File: config.mk
export PLATFORM = sky130hd
export DESIGN_NAME = branch_cmp_predictor
export DESIGN_NICKNAME = d
export VERILOG_FILES = /design/src/rtl/branch_cmp_predictor_pkg.sv /design/src/rtl/branch_cond_eval.sv /design/src/rtl/branch_cmp_predictor.sv
export SDC_FILE = /design/constraint.sdc
export NUM_CORES = 1
export LEC_CHECK = 0
export ABC_CLOCK_PERIOD_IN_PS = 2880
export BUFFER_PORTS_ARGS = -buffer_cell sky130_fd_sc_hd__buf_4
export CAP_MARGIN = 25
export CELL_PAD_IN_SITES_DETAIL_PLACEMENT = 1
export CELL_PAD_IN_SITES_GLOBAL_PLACEMENT = 2
export CORE_ASPECT_RATIO = 1.1
export CORE_MARGIN = 2
export CORE_UTILIZATION = 29
export CTS_BUF_LIST = sky130_fd_sc_hd__clkbuf_16
export CTS_CLUSTER_SIZE = 25
export DETAILED_ROUTE_END_ITERATION = 10
export HOLD_SLACK_MARGIN = 0.12
export PLACE_DENSITY = 0.8
export SETUP_SLACK_MARGIN = 0.3
export SLEW_MARGIN = 20
export SYNTH_ARGS = -nofsm -noshare
export SYNTH_HDL_FRONTEND = slang
export SYNTH_SLANG_ARGS = --single-unit
File: constraint.sdc
create_clock -name clk -period 2.88 [get_ports clk]
set_input_delay 0.288 -clock clk [delete_from_list [all_inputs] [get_ports clk]]
set_output_delay 0.288 -clock clk [all_outputs]
set_load 0.01 [all_outputs]
File: src/rtl/branch_cmp_predictor_pkg.sv
// Shared definitions for the branch comparator/predictor:
// condition codes, BHT counter states and index sizing.
package branch_cmp_predictor_pkg;

  localparam logic [3:0] CMP_BEQ     = 4'd0;
  localparam logic [3:0] CMP_BNE     = 4'd1;
  localparam logic [3:0] CMP_RS_BGEZ = 4'd2;
  localparam logic [3:0] CMP_RS_BGTZ = 4'd3;
  localparam logic [3:0] CMP_RS_BLEZ = 4'd4;
  localparam logic [3:0] CMP_RS_BLTZ = 4'd5;
  localparam logic [3:0] CMP_RS_BEQZ = 4'd6;
  localparam logic [3:0] CMP_RS_BNEZ = 4'd7;
  localparam logic [3:0] CMP_RT_BGEZ = 4'd8;
  localparam logic [3:0] CMP_RT_BGTZ = 4'd9;
  localparam logic [3:0] CMP_RT_BLEZ = 4'd10;
  localparam logic [3:0] CMP_RT_BLTZ = 4'd11;
  localparam logic [3:0] CMP_RT_BEQZ = 4'd12;
  localparam logic [3:0] CMP_RT_BNEZ = 4'd13;

  localparam logic [1:0] SNT     = 2'b00;
  localparam logic [1:0] WNT     = 2'b01;
  localparam logic [1:0] WT      = 2'b10;
  localparam logic [1:0] ST      = 2'b11;
  localparam logic [1:0] CNT_RST = WNT;

  function automatic int idx_width(input int entries);
    return $clog2(entries);
  endfunction

endpackage

File: src/rtl/branch_cond_eval.sv
// Combinational evaluation of the 14 signed branch
// conditions; codes 14/15 report illegal and evaluate 0.
module branch_cond_eval
  import branch_cmp_predictor_pkg::*;
#(
  parameter int WIDTH = 32
) (
  input  logic [WIDTH-1:0] a_i,
  input  logic [WIDTH-1:0] b_i,
  input  logic [3:0]       op_i,
  output logic             cond_o,
  output logic             legal_o
);

  logic a_z, a_n, b_z, b_n;

  assign a_z = (a_i == '0);
  assign b_z = (b_i == '0);
  assign a_n = a_i[WIDTH-1];
  assign b_n = b_i[WIDTH-1];

  always_comb begin
    cond_o  = 1'b0;
    legal_o = 1'b1;
    unique case (op_i)
      CMP_BEQ:     cond_o = (a_i == b_i);
      CMP_BNE:     cond_o = (a_i != b_i);
      CMP_RS_BGEZ: cond_o = !a_n;
      CMP_RS_BGTZ: cond_o = !a_n && !a_z;
      CMP_RS_BLEZ: cond_o = a_n || a_z;
      CMP_RS_BLTZ: cond_o = a_n;
      CMP_RS_BEQZ: cond_o = a_z;
      CMP_RS_BNEZ: cond_o = !a_z;
      CMP_RT_BGEZ: cond_o = !b_n;
      CMP_RT_BGTZ: cond_o = !b_n && !b_z;
      CMP_RT_BLEZ: cond_o = b_n || b_z;
      CMP_RT_BLTZ: cond_o = b_n;
      CMP_RT_BEQZ: cond_o = b_z;
      CMP_RT_BNEZ: cond_o = !b_z;
      default:     legal_o = 1'b0;
    endcase
  end

endmodule

File: src/rtl/branch_cmp_predictor.sv
// Registered branch resolution with a bimodal BHT,
// misprediction flag and saturating statistics.
module branch_cmp_predictor
  import branch_cmp_predictor_pkg::*;
#(
  parameter int WIDTH       = 32,
  parameter int BHT_ENTRIES = 16,
  parameter int INDEX_LSB   = 2,
  parameter int CNT_W       = 16
) (
  input  logic             clk,
  input  logic             reset,
  input  logic             cmp_valid,
  input  logic             stall,
  input  logic [WIDTH-1:0] cmp_a,
  input  logic [WIDTH-1:0] cmp_b,
  input  logic [3:0]       cmp_op,
  input  logic [31:0]      cmp_pc,
  input  logic             bht_clear,
  input  logic [31:0]      pred_pc,
  output logic             pred_taken,
  output logic             res_valid,
  output logic             to_branch,
  output logic             mispredict,
  output logic [CNT_W-1:0] branch_count,
  output logic [CNT_W-1:0] mispredict_count
);

  localparam int IW = idx_width(BHT_ENTRIES);

  logic [1:0]       bht_q [BHT_ENTRIES];
  logic [1:0]       bht_d [BHT_ENTRIES];
  logic             res_valid_q, res_valid_d;
  logic             to_branch_q, to_branch_d;
  logic             mispredict_q, mispredict_d;
  logic [CNT_W-1:0] br_cnt_q, br_cnt_d;
  logic [CNT_W-1:0] mp_cnt_q, mp_cnt_d;

  logic          cond, legal, upd, p, miss;
  logic [IW-1:0] cmp_idx, pred_idx;
  logic [1:0]    cur;
  logic          unused_pc;

  branch_cond_eval #(.WIDTH(WIDTH)) u_eval (
    .a_i    (cmp_a),
    .b_i    (cmp_b),
    .op_i   (cmp_op),
    .cond_o (cond),
    .legal_o(legal)
  );

  assign cmp_idx   = cmp_pc[INDEX_LSB +: IW];
  assign pred_idx  = pred_pc[INDEX_LSB +: IW];
  assign unused_pc = ^{cmp_pc, pred_pc};

  assign pred_taken = bht_q[pred_idx][1];

  always_comb begin
    upd  = cmp_valid && legal;
    cur  = bht_q[cmp_idx];
    p    = cur[1];
    miss = upd && (cond != p);

    res_valid_d  = cmp_valid;
    to_branch_d  = cmp_valid && cond;
    mispredict_d = miss;

    br_cnt_d = br_cnt_q;
    if (upd && (br_cnt_q != '1))
      br_cnt_d = br_cnt_q + 1'b1;
    mp_cnt_d = mp_cnt_q;
    if (miss && (mp_cnt_q != '1))
      mp_cnt_d = mp_cnt_q + 1'b1;

    bht_d = bht_q;
    if (upd && cond && (cur != ST))
      bht_d[cmp_idx] = cur + 2'd1;
    else if (upd && !cond && (cur != SNT))
      bht_d[cmp_idx] = cur - 2'd1;
    // clear overrides the same-cycle training update
    if (bht_clear)
      for (int i = 0; i < BHT_ENTRIES; i++)
        bht_d[i] = CNT_RST;
  end

  always_ff @(posedge clk or negedge reset) begin
    if (!reset) begin
      res_valid_q  <= 1'b0;
      to_branch_q  <= 1'b0;
      mispredict_q <= 1'b0;
      br_cnt_q     <= '0;
      mp_cnt_q     <= '0;
      for (int i = 0; i < BHT_ENTRIES; i++)
        bht_q[i] <= CNT_RST;
    end else if (!stall) begin
      res_valid_q  <= res_valid_d;
      to_branch_q  <= to_branch_d;
      mispredict_q <= mispredict_d;
      br_cnt_q     <= br_cnt_d;
      mp_cnt_q     <= mp_cnt_d;
      for (int i = 0; i < BHT_ENTRIES; i++)
        bht_q[i] <= bht_d[i];
    end
  end

  assign res_valid        = res_valid_q;
  assign to_branch        = to_branch_q;
  assign mispredict       = mispredict_q;
  assign branch_count     = br_cnt_q;
  assign mispredict_count = mp_cnt_q;

endmodule

==> qor.txt, run 1 <==
CORE AREA - 14,400 um2
Req. time, crit path - 3.07 ns
Highest Clock Rate - 384 MHz
Top Ports - 173
synth-to-layout area growth - 50.3%
Clock transition at path regs - 0.06 ns
CTS tree - yes
overall power - 3.11 mW
Setup CP Type - register to register
clock skew - 0.00550 ns
Inst Count DP - 724
root buffer cell - clkbuf_16
IO Port Bufs - 116
YS warnings - 0
Yosys reg bits - 67
relative slew slack - 1.93%
Post-synth EDFFs - 0
synthesized instance count - 424
global-route wire length before repair - 23,600 um
asr flop ratio synth - 100%
GRT Total Usage - 18.8%
vias per cell - 5.46
status - completed
fin cells - 758
number of antenna-violating nets in the routed design - 0
sequential-to-total area share from yosys stat - 39.8%
Fillers - 1,603
Max Cap Violations - 0
gp weighted congestion - 0.887
Synth top area share - 29.9%
Layout Nets - 702
# diodes - 0
worst slew pin tran - 1.47 ns
maximum number of pins on one net before global-route repair - 68
final WL - 15,400 um
Setup crit end kind - register
min Tclk post-route - 2.60 ns
initial antenna violation count - 0
Synth area leader - dfrtp_1
Avg Cell Area, Syn - 10.1 um2
worst skew pair latency - 0.34 ns
Final Cycle Share - 90.4%
WL/cell - 20.3 um
share of cells above drive strength 1 - 43.6%
dpl ws - -0.118 ns
CTS Buf Count - 9
H-tree levels - 3
RSZ-0062 raised after global routing - yes
starting DRC count in detailed routing - 134
Primary FF master, synth - dfrtp_1
HPWL after DPL - 10,600 um
Core Rows - 46
top post-synthesis cells by area - dfrtp_1 (30%), dfstp_2 (9.9%), xor2_1 (9.9%)
Initial Util - 29.7%
fin. max-slew vios - 0
grt ovf - 0
overall via count from detail_route - 4,137
Hold WC Path Type - primary input to register
worst path arrival time - 2.79 ns
Die Area - 15,700 um2
vias in the first global route - 4,461
Final Hold Fails - 0
total power per unit cell area - 484 nW/um2
syn nets - 565
static leakage - 2.62 nW
setup violators final - 0
Max Fanout on Critical Path - 8
post-route setup slack - 0.277 ns
clk sink count - 67
synthesized cell area - 4270 um2
startpoint types - register
drt first pass iters - 6
count of cell types in the netlist - 49
Die Wd - 120 um
VDD IR max - 0.000295 V
DRC Markers - 0
die height - 131 um
CTS max path bufs - 2
[cell type report]
class	instances	area (um2)	share of cell area, %
flip-flops and latches	67	1700	26.4
clock inverters	7	83.8	1.31
multi-input cells	308	2850	44.5
clock buffers	9	225	3.51
well taps	192	240	3.74
inverters	26	97.6	1.52
repair buffers	149	1220	19.0
[metrics by stage]
step / instance area, um2 / hold WS, ns / util (%) / TNS, ns
global route: 6420 / 0.201 / 44.6 / 0
floorplan: 4400 / -0.00759 / - / 0
CTS: 5960 / 0.199 / 41.4 / 0
finish: 6420 / 0.203 / 44.6 / 0
detailed placement: 5510 / 0.469 / 38.3 / -1.89
global placement: 5510 / 0.460 / 38.3 / -0.267
[worst paths after layout]
kind                                 start               to  slack, ns  cells past startpoint
min in group asynchronous            reset  branch_count[5]       0.61                      2
max in group asynchronous            reset        res_valid       1.71                      2
hold reg to reg            branch_count[5]  branch_count[5]       0.50                      1
setup reg to reg                  bht_q[8]        bht_q[29]       0.28                      8
setup / recovery                  bht_q[8]        bht_q[29]       0.28                      8
hold / removal                       stall        res_valid       0.20                      3
[layout by cell type (no fill, tap or decap), types with 3 or more instances in the layout]
master	n
nand2_1	22
mux4_2	15
a21oi_1	9
dfstp_2	16
buf_12	3
nand3_1	26
nand4_1	19
and3_1	5
xnor2_1	14
nor2b_1	6
nor4_1	15
o32ai_1	4
a32oi_2	5
nand2b_1	8
xor2_1	48
inv_1	25
dfrtp_1	51
buf_6	5
buf_4	137
nor4_2	8
nor3_1	5
o32ai_2	10
a32oi_4	9
o22a_1	15
clkbuf_16	11
mux2_2	3
nor2_1	17
clkinv_1	3
[power breakdown]
group          total, mW  switching, mW  internal [mW]
sequential          1.16          0.130           1.03
combinational      0.784          0.394          0.390
clock               1.16          0.413          0.747
[routing by layer]
metal | up-vias | routed length, um | track usage [%]
li1 | 1891 | - | -
met1 | 2069 | 6220 | 23.1
met2 | 151 | 7850 | 32.7
met3 | 26 | 972 | 3.86
met4 | 0 | 357 | 6.27
met5 | - | 0 | 0
[synth_stat cells (3+ instances only)]
master     n
dfrtp_1   51
xor2_1    48
inv_1     26
nand3_1   26
nor4_1    24
nand2_1   22
nand4_1   19
nor2_1    19
clkbuf_1  16
dfstp_2   16
mux4_2    15
o22a_1    15
a32oi_1   14
o32ai_1   14
xnor2_1   14
a21oi_1   11
nand2b_1   8
nor2b_1    7
and3_1     5
nor3_1     5
buf_2      4
ha_1       4
o21ai_0    4
a31oi_1    3
mux2_2     3
[repair_timing]
item / 4_1_cts / 5_1_grt
gates cloned: 0 / 2
buffers inserted: 3 / 12
endpoints found under the setup margin: 33 / 48
pin swaps: 2 / 43
hold buffers: 1 / 0
resized for setup: 18 / 48
hold endpoints to repair: 46 / 0
[state kept, by name, summed over array words and instances (netlist names)]
signal	count
bht_q	32
mispredict_count	16
to_branch	1
res_valid	1
mispredict	1
branch_count	16
[cell families after synthesis]
family | after synthesis | synth area share, %
AO/OA/AOI/OAI | 81 | 15.0
XOR/XNOR | 62 | 12.7
adder cells (fa/ha/maj) | 4 | 1.17
buffers and inverters | 49 | 4.60
flip-flops | 67 | 39.8
multiplexers | 20 | 9.18
AND/OR/NAND/NOR | 141 | 17.6
[worst max-delay path, stage by stage, from the launching register on]
cell       delay, ns
dfstp_2         0.53
mux4_2          0.27
mux4_2          0.32
inv_2           0.07
ha_4            0.17
or4_4           0.52
clkbuf_16       0.21
a32oi_4         0.24
o32ai_2         0.12
No activity file was read; power rests on OpenSTA's default activity.
==> run 2, diff against run 1 <==
--- a/config.mk
+++ b/config.mk
@@ -17,9 +17,10 @@
 export CTS_CLUSTER_SIZE = 25
 export DETAILED_ROUTE_END_ITERATION = 10
 export HOLD_SLACK_MARGIN = 0.12
-export PLACE_DENSITY = 0.8
+export PLACE_DENSITY = 0.81
 export SETUP_SLACK_MARGIN = 0.3
 export SLEW_MARGIN = 20
 export SYNTH_ARGS = -nofsm -noshare
 export SYNTH_HDL_FRONTEND = slang
+export SYNTH_HIERARCHICAL = 1
 export SYNTH_SLANG_ARGS = --single-unit
==> run 2 against run 1 <==
Effect of this change: sequential share of layout area up 1.1 points; clock power about the same; highest routed layer unchanged; design area shrank 4.0%.
==> qor.txt, run 2 <==
status - completed
min Tclk post-route - 2.75 ns (+0.149 ns)
WL/cell - 18.9 um (-6.8%)
dpl cell area - 5460 um2 (-0.95%)
YS warnings - 6 (+6)
root buffer cell - clkbuf_16
Max Cap Violations - 0 (unchanged)
Initial Util - 29.8% (+0.14 points)
CTS tree - yes
clk sink count - 67 (unchanged)
HPWL after DPL - 10,300 um (-3.1%)
Clock Power Share - 37.1% (-0.2 points)
relative slew slack - 40.9% (+39 points)
Top Ports - 173 (unchanged)
Setup crit end kind - register
Core Rows - 45 (-2.2%)
global-route wire length before repair - 22,700 um (-3.7%)
synth-to-layout area growth - 48.6%
worst slew pin tran - 0.887 ns (-0.584 ns)
Sw Ratio - 28.3% (-1.9 points)
VDD IR max - 0.000242 V (-18%)
Fillers - 1,604 (+0.062%)
DRC Markers - 0 (unchanged)
gp weighted congestion - 0.887 (about the same)
P_sw - 0.864 mW (-7.7%)
top post-synthesis cells by area - dfrtp_1 (31%), xnor2_1 (12%), dfstp_2 (10%)
post-route setup slack - 0.129 ns (-0.149 ns)
CTS Buf Count - 9 (unchanged)
CTS max path bufs - 2 (unchanged)
Synth area leader - dfrtp_1
Req. time, crit path - 3.13 ns (+0.06 ns)
total power per unit cell area - 496 nW/um2 (+2.5%)
number of antenna-violating nets in the routed design - 0 (unchanged)
GRT Total Usage - 18.9% (+0.052 points)
Most flops, register - bht_q
commonest non-fill, non-tap cell in the layout - buf_4
max reg flops - 32 (unchanged)
startpoint types - register
die height - 129 um (-1.4%)
share of cells above drive strength 1 - 44.8% (+1.1 points)
sequential-to-total area share from yosys stat - 40.9% (+1.2 points)
# diodes - 0 (unchanged)
Final Hold Fails - 0 (unchanged)
Hold WC Path Type - primary input to register
RSZ-0062 raised after global routing - yes
maximum number of pins on one net before global-route repair - 68 (unchanged)
fin area - 6160 um2 (-4.0%)
CORE AREA - 13,900 um2 (-3.3%)
Setup CP Type - register to register
Layout Nets - 710 (+1.1%)
vias in the first global route - 4,258 (-4.6%)
starting DRC count in detailed routing - 195 (+46%)
H-tree levels - 3 (unchanged)
Highest Clock Rate - 363 MHz (-5.4%)
setup violators final - 0 (unchanged)
Inst Count DP - 722 (-0.28%)
count of cell types in the netlist - 47 (-4.1%)
synthesized cell area - 4140 um2 (-2.9%)
grt ovf - 0 (unchanged)
dpl ws - -0.268 ns (-0.150 ns)
Synth top area share - 30.8% (+0.89 points)
fin. max-slew vios - 0 (unchanged)
static leakage - 2.62 nW (about the same)
drt first pass iters - 4 (-2)
final core utilization - 44.3% (-0.30 points)
sequential power share - 37.8% (+0.4 points)
Post-synth EDFFs - 0 (unchanged)
clock skew - 0.00838 ns (+0.00288 ns)
final WL - 14,400 um (-6.3%)
Primary FF master, synth - dfrtp_1
Avg Cell Area, Syn - 10.3 um2 (+2.7%)
asr flop ratio synth - 100% (unchanged)
most common cell in the netlist - xnor2_1
Final Cycle Share - 95.5% (+5.2 points)
overall via count from detail_route - 3,959 (-4.3%)
vias per cell - 5.20 (-4.8%)
synthesized instance count - 401 (-5.4%)
Max Fanout on Critical Path - 8 (unchanged)
Die Area - 15,300 um2 (-2.8%)
worst path arrival time - 3.00 ns (+0.21 ns)
syn nets - 542 (-4.1%)
initial antenna violation count - 0 (unchanged)
most frequent cells in the layout - buf_4 (154), xnor2_1 (58), dfrtp_1 (51)
Yosys reg bits - 67 (unchanged)
fin cells - 762 (+0.53%)
internal power - 2.19 mW (+1.0%)
Clock transition at path regs - 0.05 ns (about the same)
Setup TNS - 0 ns (unchanged)
most instantiated cells after synthesis - xnor2_1 (58), dfrtp_1 (51), nor2_1 (33)
Die Wd - 118 um (-1.4%)
IO Port Bufs - 116 (unchanged)
worst skew pair latency - 0.33 ns (about the same)
combinational power share - 25.1% (about the same)
run 2: power groups by stage:
stage	combinational [mW]	sequential, mW	clock, mW
floorplan	0.296	1.17	0
global placement	0.665	1.16	0
detailed placement	0.687	1.18	0
CTS	0.737	1.16	1.16
global route	0.833	1.18	1.21
finish	0.767	1.16	1.13
run 2: layout make-up:
class	instances	area [um2]	share of cell area, %
Multi-Input combinational cell	302	2480	40.3
Sequential cell	67	1700	27.5
Timing Repair Buffer	168	1370	22.2
Tap cell	188	235	3.82
Clock buffer	9	225	3.66
Clock inverter	7	78.8	1.28
Inverter	21	78.8	1.28
run 2: cells by family after synthesis:
kind of cell / after synthesis / synth area share, %
AND/OR/NAND/NOR: 146 / 19.3
buffers and inverters: 33 / 3.53
multiplexers: 21 / 9.96
XOR/XNOR: 64 / 13.7
flip-flops: 67 / 40.9
adder cells (fa/ha/maj): 4 / 1.21
AO/OA/AOI/OAI: 66 / 11.4
run 2: metrics by stage:
step	hold slack (ns)	power, mW
4_1_cts	0.243	3.05
6_report	0.254	3.06
5_1_grt	0.252	3.22
2_1_floorplan	-0.00759	1.47
3_3_place_gp	0.456	1.83
3_5_place_dp	0.465	1.86
run 2: worst paths after layout:
| kind | from | to | slack, ns | depth (start not counted) |
|---|---|---|---|---|
| max | bht_q[1] | bht_q[16] | 0.13 | 11 |
| min | cmp_valid | res_valid | 0.25 | 2 |
| max reg2reg | bht_q[1] | bht_q[16] | 0.13 | 11 |
| min reg2reg | bht_q[28] | bht_q[28] | 0.48 | 2 |
| max in group asynchronous | reset | mispredict | 1.66 | 2 |
| min in group asynchronous | reset | bht_q[29] | 0.62 | 2 |
run 2: per-layer routing:
layer / track usage (%) / vias up / routed length (um)
li1: - / 1821 / -
met1: 22.2 / 1984 / 5810
met2: 34.1 / 135 / 7500
met3: 3.87 / 19 / 751
met4: 7.37 / 0 / 367
met5: 0 / - / 0
run 2: worst max-delay path, cell delays in order, from the launching register on:
cell,delay (ns)
dfrtp_1,0.40
mux4_2,0.46
mux4_2,0.55
ha_4,0.20
mux2i_1,0.13
a31oi_1,0.12
nor2_2,0.18
buf_6,0.15
buf_8,0.13
o21a_1,0.16
nor2_1,0.05
a21oi_1,0.14
run 2: repair_timing:
| action | 4_1_cts | 5_1_grt |
|---|---|---|
| endpoints found under the setup margin | 47 | 48 |
| setup buffers | 13 | 6 |
| hold buffers | 1 | 0 |
| pin swaps | 8 | 5 |
| hold endpoints to repair | 9 | 0 |
| gates cloned | 2 | 2 |
| gates resized for setup | 24 | 23 |
==> run 3, diff against run 2 <==
--- a/config.mk
+++ b/config.mk
@@ -18,7 +18,7 @@
 export DETAILED_ROUTE_END_ITERATION = 10
 export HOLD_SLACK_MARGIN = 0.12
 export PLACE_DENSITY = 0.81
-export SETUP_SLACK_MARGIN = 0.3
+export SETUP_SLACK_MARGIN = 0.1
 export SLEW_MARGIN = 20
 export SYNTH_ARGS = -nofsm -noshare
 export SYNTH_HDL_FRONTEND = slang
==> run 3 against run 2 <==
Effect of this change: routed wire length shrank 5.1%; combinational power shrank 10%; critical path type unchanged; worst hold slack lost 0.0078 ns; power shrank 2.0%; first-iteration DRC count shrank 6.2%; non-clock buffer count shrank 32; via count shrank 3.8%; die area is the same; global-route usage shrank 0.45 points; critical path depth is the same; core utilization shrank 3.2 points; highest routed layer unchanged.
==> qor.txt, run 3 (synthesized netlist as in run 2, its figures left out) <==
Core Rows - 45 (unchanged)
hold_sp - cmp_valid
H-tree levels - 3 (unchanged)
Hold WC Path Type - primary input to register
fin area - 5720 um2 (-7.1%)
final WL - 13,700 um (-5.1%)
Setup CP Type - register to register
Most flops, register - bht_q
min Tclk post-route - 2.78 ns (+0.0307 ns)
worst path arrival time - 3.04 ns (+0.04 ns)
share of cells above drive strength 1 - 37.0% (-7.8 points)
dpl cell area - 5330 um2 (-2.3%)
grt ovf - 0 (unchanged)
DRC Markers - 0 (unchanged)
drt first pass iters - 4 (unchanged)
status - completed
combinational power share - 22.9% (-2.2 points)
crit-path cells - mux4_2, mux4_2, ha_2, mux2i_1, a31oi_1, nor2_2, buf_6, buf_12, o21a_1, nor2_1, a21oi_1
Crit path buffers/inverters - 2 (unchanged)
max reg flops - 32 (unchanged)
Layout Nets - 677 (-4.6%)
relative slew slack - 41.0% (+0.17 points)
starting DRC count in detailed routing - 183 (-6.2%)
VDD IR max - 0.000299 V (+24%)
Final Hold Fails - 0 (unchanged)
final core utilization - 41.1% (-3.2 points)
CORE AREA - 13,900 um2 (unchanged)
most frequent cells in the layout - buf_4 (131), xnor2_1 (58), dfrtp_1 (51)
FF-to-FF Start - bht_q[25]
hold depth - 2 (unchanged)
vias in the first global route - 4,115 (-3.4%)
CTS max path bufs - 2 (unchanged)
vias per cell - 5.22 (+0.54%)
IO Port Bufs - 116 (unchanged)
Highest Clock Rate - 359 MHz (-1.1%)
clk sink count - 67 (unchanged)
overall power - 2.99 mW (-2.0%)
static leakage - 2.41 nW (-8.2%)
worst slew pin tran - 0.884 ns (-0.00251 ns)
Most Frequent Cell on Critical Path - mux4_2
maximum number of pins on one net before global-route repair - 68 (unchanged)
Setup crit end kind - register
# diodes - 0 (unchanged)
CP max stage cell - mux4_2
dpl ws - -0.329 ns (-0.0611 ns)
worst-case reg-to-reg path depth - 11 (unchanged)
Max Cap Violations - 0 (unchanged)
WL/cell - 18.8 um (-0.86%)
CTS Buf Count - 9 (unchanged)
Setup TNS - 0 ns (unchanged)
RSZ-0062 raised after global routing - yes
HPWL after DPL - 10,500 um (+1.7%)
overall via count from detail_route - 3,808 (-3.8%)
Req. time, crit path - 3.14 ns (about the same)
crit path from - bht_q[25]
setup violators final - 0 (unchanged)
top cell family by delay on the critical path - multiplexers
P_sw - 0.852 mW (-1.4%)
die height - 129 um (unchanged)
Top Ports - 173 (unchanged)
CTS tree - yes
synth-to-layout area growth - 38.0%
commonest non-fill, non-tap cell in the layout - buf_4
Clock Power Share - 38.5% (+1.4 points)
GRT Total Usage - 18.4% (-0.45 points)
Clock transition at path regs - 0.05 ns (about the same)
number of antenna-violating nets in the routed design - 0 (unchanged)
Max Fanout on Critical Path - 7 (-1)
root buffer cell - clkbuf_16
clock skew - 0.00675 ns (-0.00163 ns)
Sw Ratio - 28.5% (+0.18 points)
Final Cycle Share - 96.6% (+1.1 points)
fin. max-slew vios - 0 (unchanged)
startpoint types - register
initial antenna violation count - 0 (unchanged)
internal power - 2.14 mW (-2.2%)
max incr delay on CP - 0.53 ns (-0.02 ns)
Initial Util - 29.8% (unchanged)
global-route wire length before repair - 22,300 um (-1.8%)
Fillers - 1,602 (-0.12%)
gp weighted congestion - 0.872 (-1.7%)
worst skew pair latency - 0.33 ns (about the same)
WP depth - 11 (unchanged)
post-route setup slack - 0.0979 ns (-0.0307 ns)
Die Area - 15,300 um2 (unchanged)
Die Wd - 118 um (unchanged)
sequential power share - 38.5% (+0.7 points)
total power per unit cell area - 523 nW/um2 (+5.5%)
[run 3: changes by cell type in the layout (fill, tap and decap cells not counted), moves of 3 or more]
cell / change
nor4_2: -3
buf_6: -5
o21ai_0: +5
a21oi_2: -4
nor4_1: +4
o21ai_2: -6
nand3_1: +3
a21oi_1: +4
nor2_2: -3
nor2_1: +3
nand3_2: -3
buf_4: -23
[run 3: cell type report]
class | instances | area (um2) | area share, %
Clock buffer | 9 | 225 | 3.94
Clock inverter | 7 | 83.8 | 1.47
Timing Repair Buffer | 136 | 1060 | 18.5
Multi-Input combinational cell | 301 | 2340 | 41.0
Inverter | 21 | 78.8 | 1.38
Sequential cell | 67 | 1700 | 29.7
Tap cell | 188 | 235 | 4.11
[run 3: power groups by stage]
stage / Clock [mW] / Combinational [mW] / Sequential (mW)
after floorplan: 0 / 0.288 / 1.17
after detailed placement: 0 / 0.678 / 1.17
after CTS: 1.19 / 0.692 / 1.16
final: 1.15 / 0.687 / 1.15
after global placement: 0 / 0.658 / 1.17
after global routing: 1.22 / 0.748 / 1.17
[run 3: layer usage]
layer	share of wire (%)	vias to the layer above	routed length, um	global-route usage (%)
li1	-	1756	-	-
met1	41	1910	5570	21.4
met2	52	126	7080	34.0
met3	6.0	16	826	4.27
met4	1.5	0	208	5.60
met5	0	-	0	0
[run 3: what timing repair did]
item | in CTS | in global routing
hold endpoints to repair | 11 | 0
gates resized for setup | 9 | 5
setup endpoints to repair | 24 | 31
pin swaps | 2 | 3
buffers inserted | 2 | 1
gates cloned | 0 | 0
hold buffers | 1 | 0
[run 3: path summary, 6_finish.rpt]
check	slack, ns	to
setup / recovery	0.1	bht_q[8]
hold / removal	0.25	res_valid
setup reg to reg	0.1	bht_q[8]
hold reg to reg	0.47	bht_q[28]
max in group asynchronous	1.67	mispredict
min in group asynchronous	0.60	bht_q[25]
[run 3: through the flow]
stage | hold slack (ns) | cells
3_5_place_dp | 0.462 | 709
5_1_grt | 0.245 | 729
6_report | 0.246 | 729
2_1_floorplan | -0.00759 | 401
4_1_cts | 0.229 | 728
3_3_place_gp | 0.461 | 709
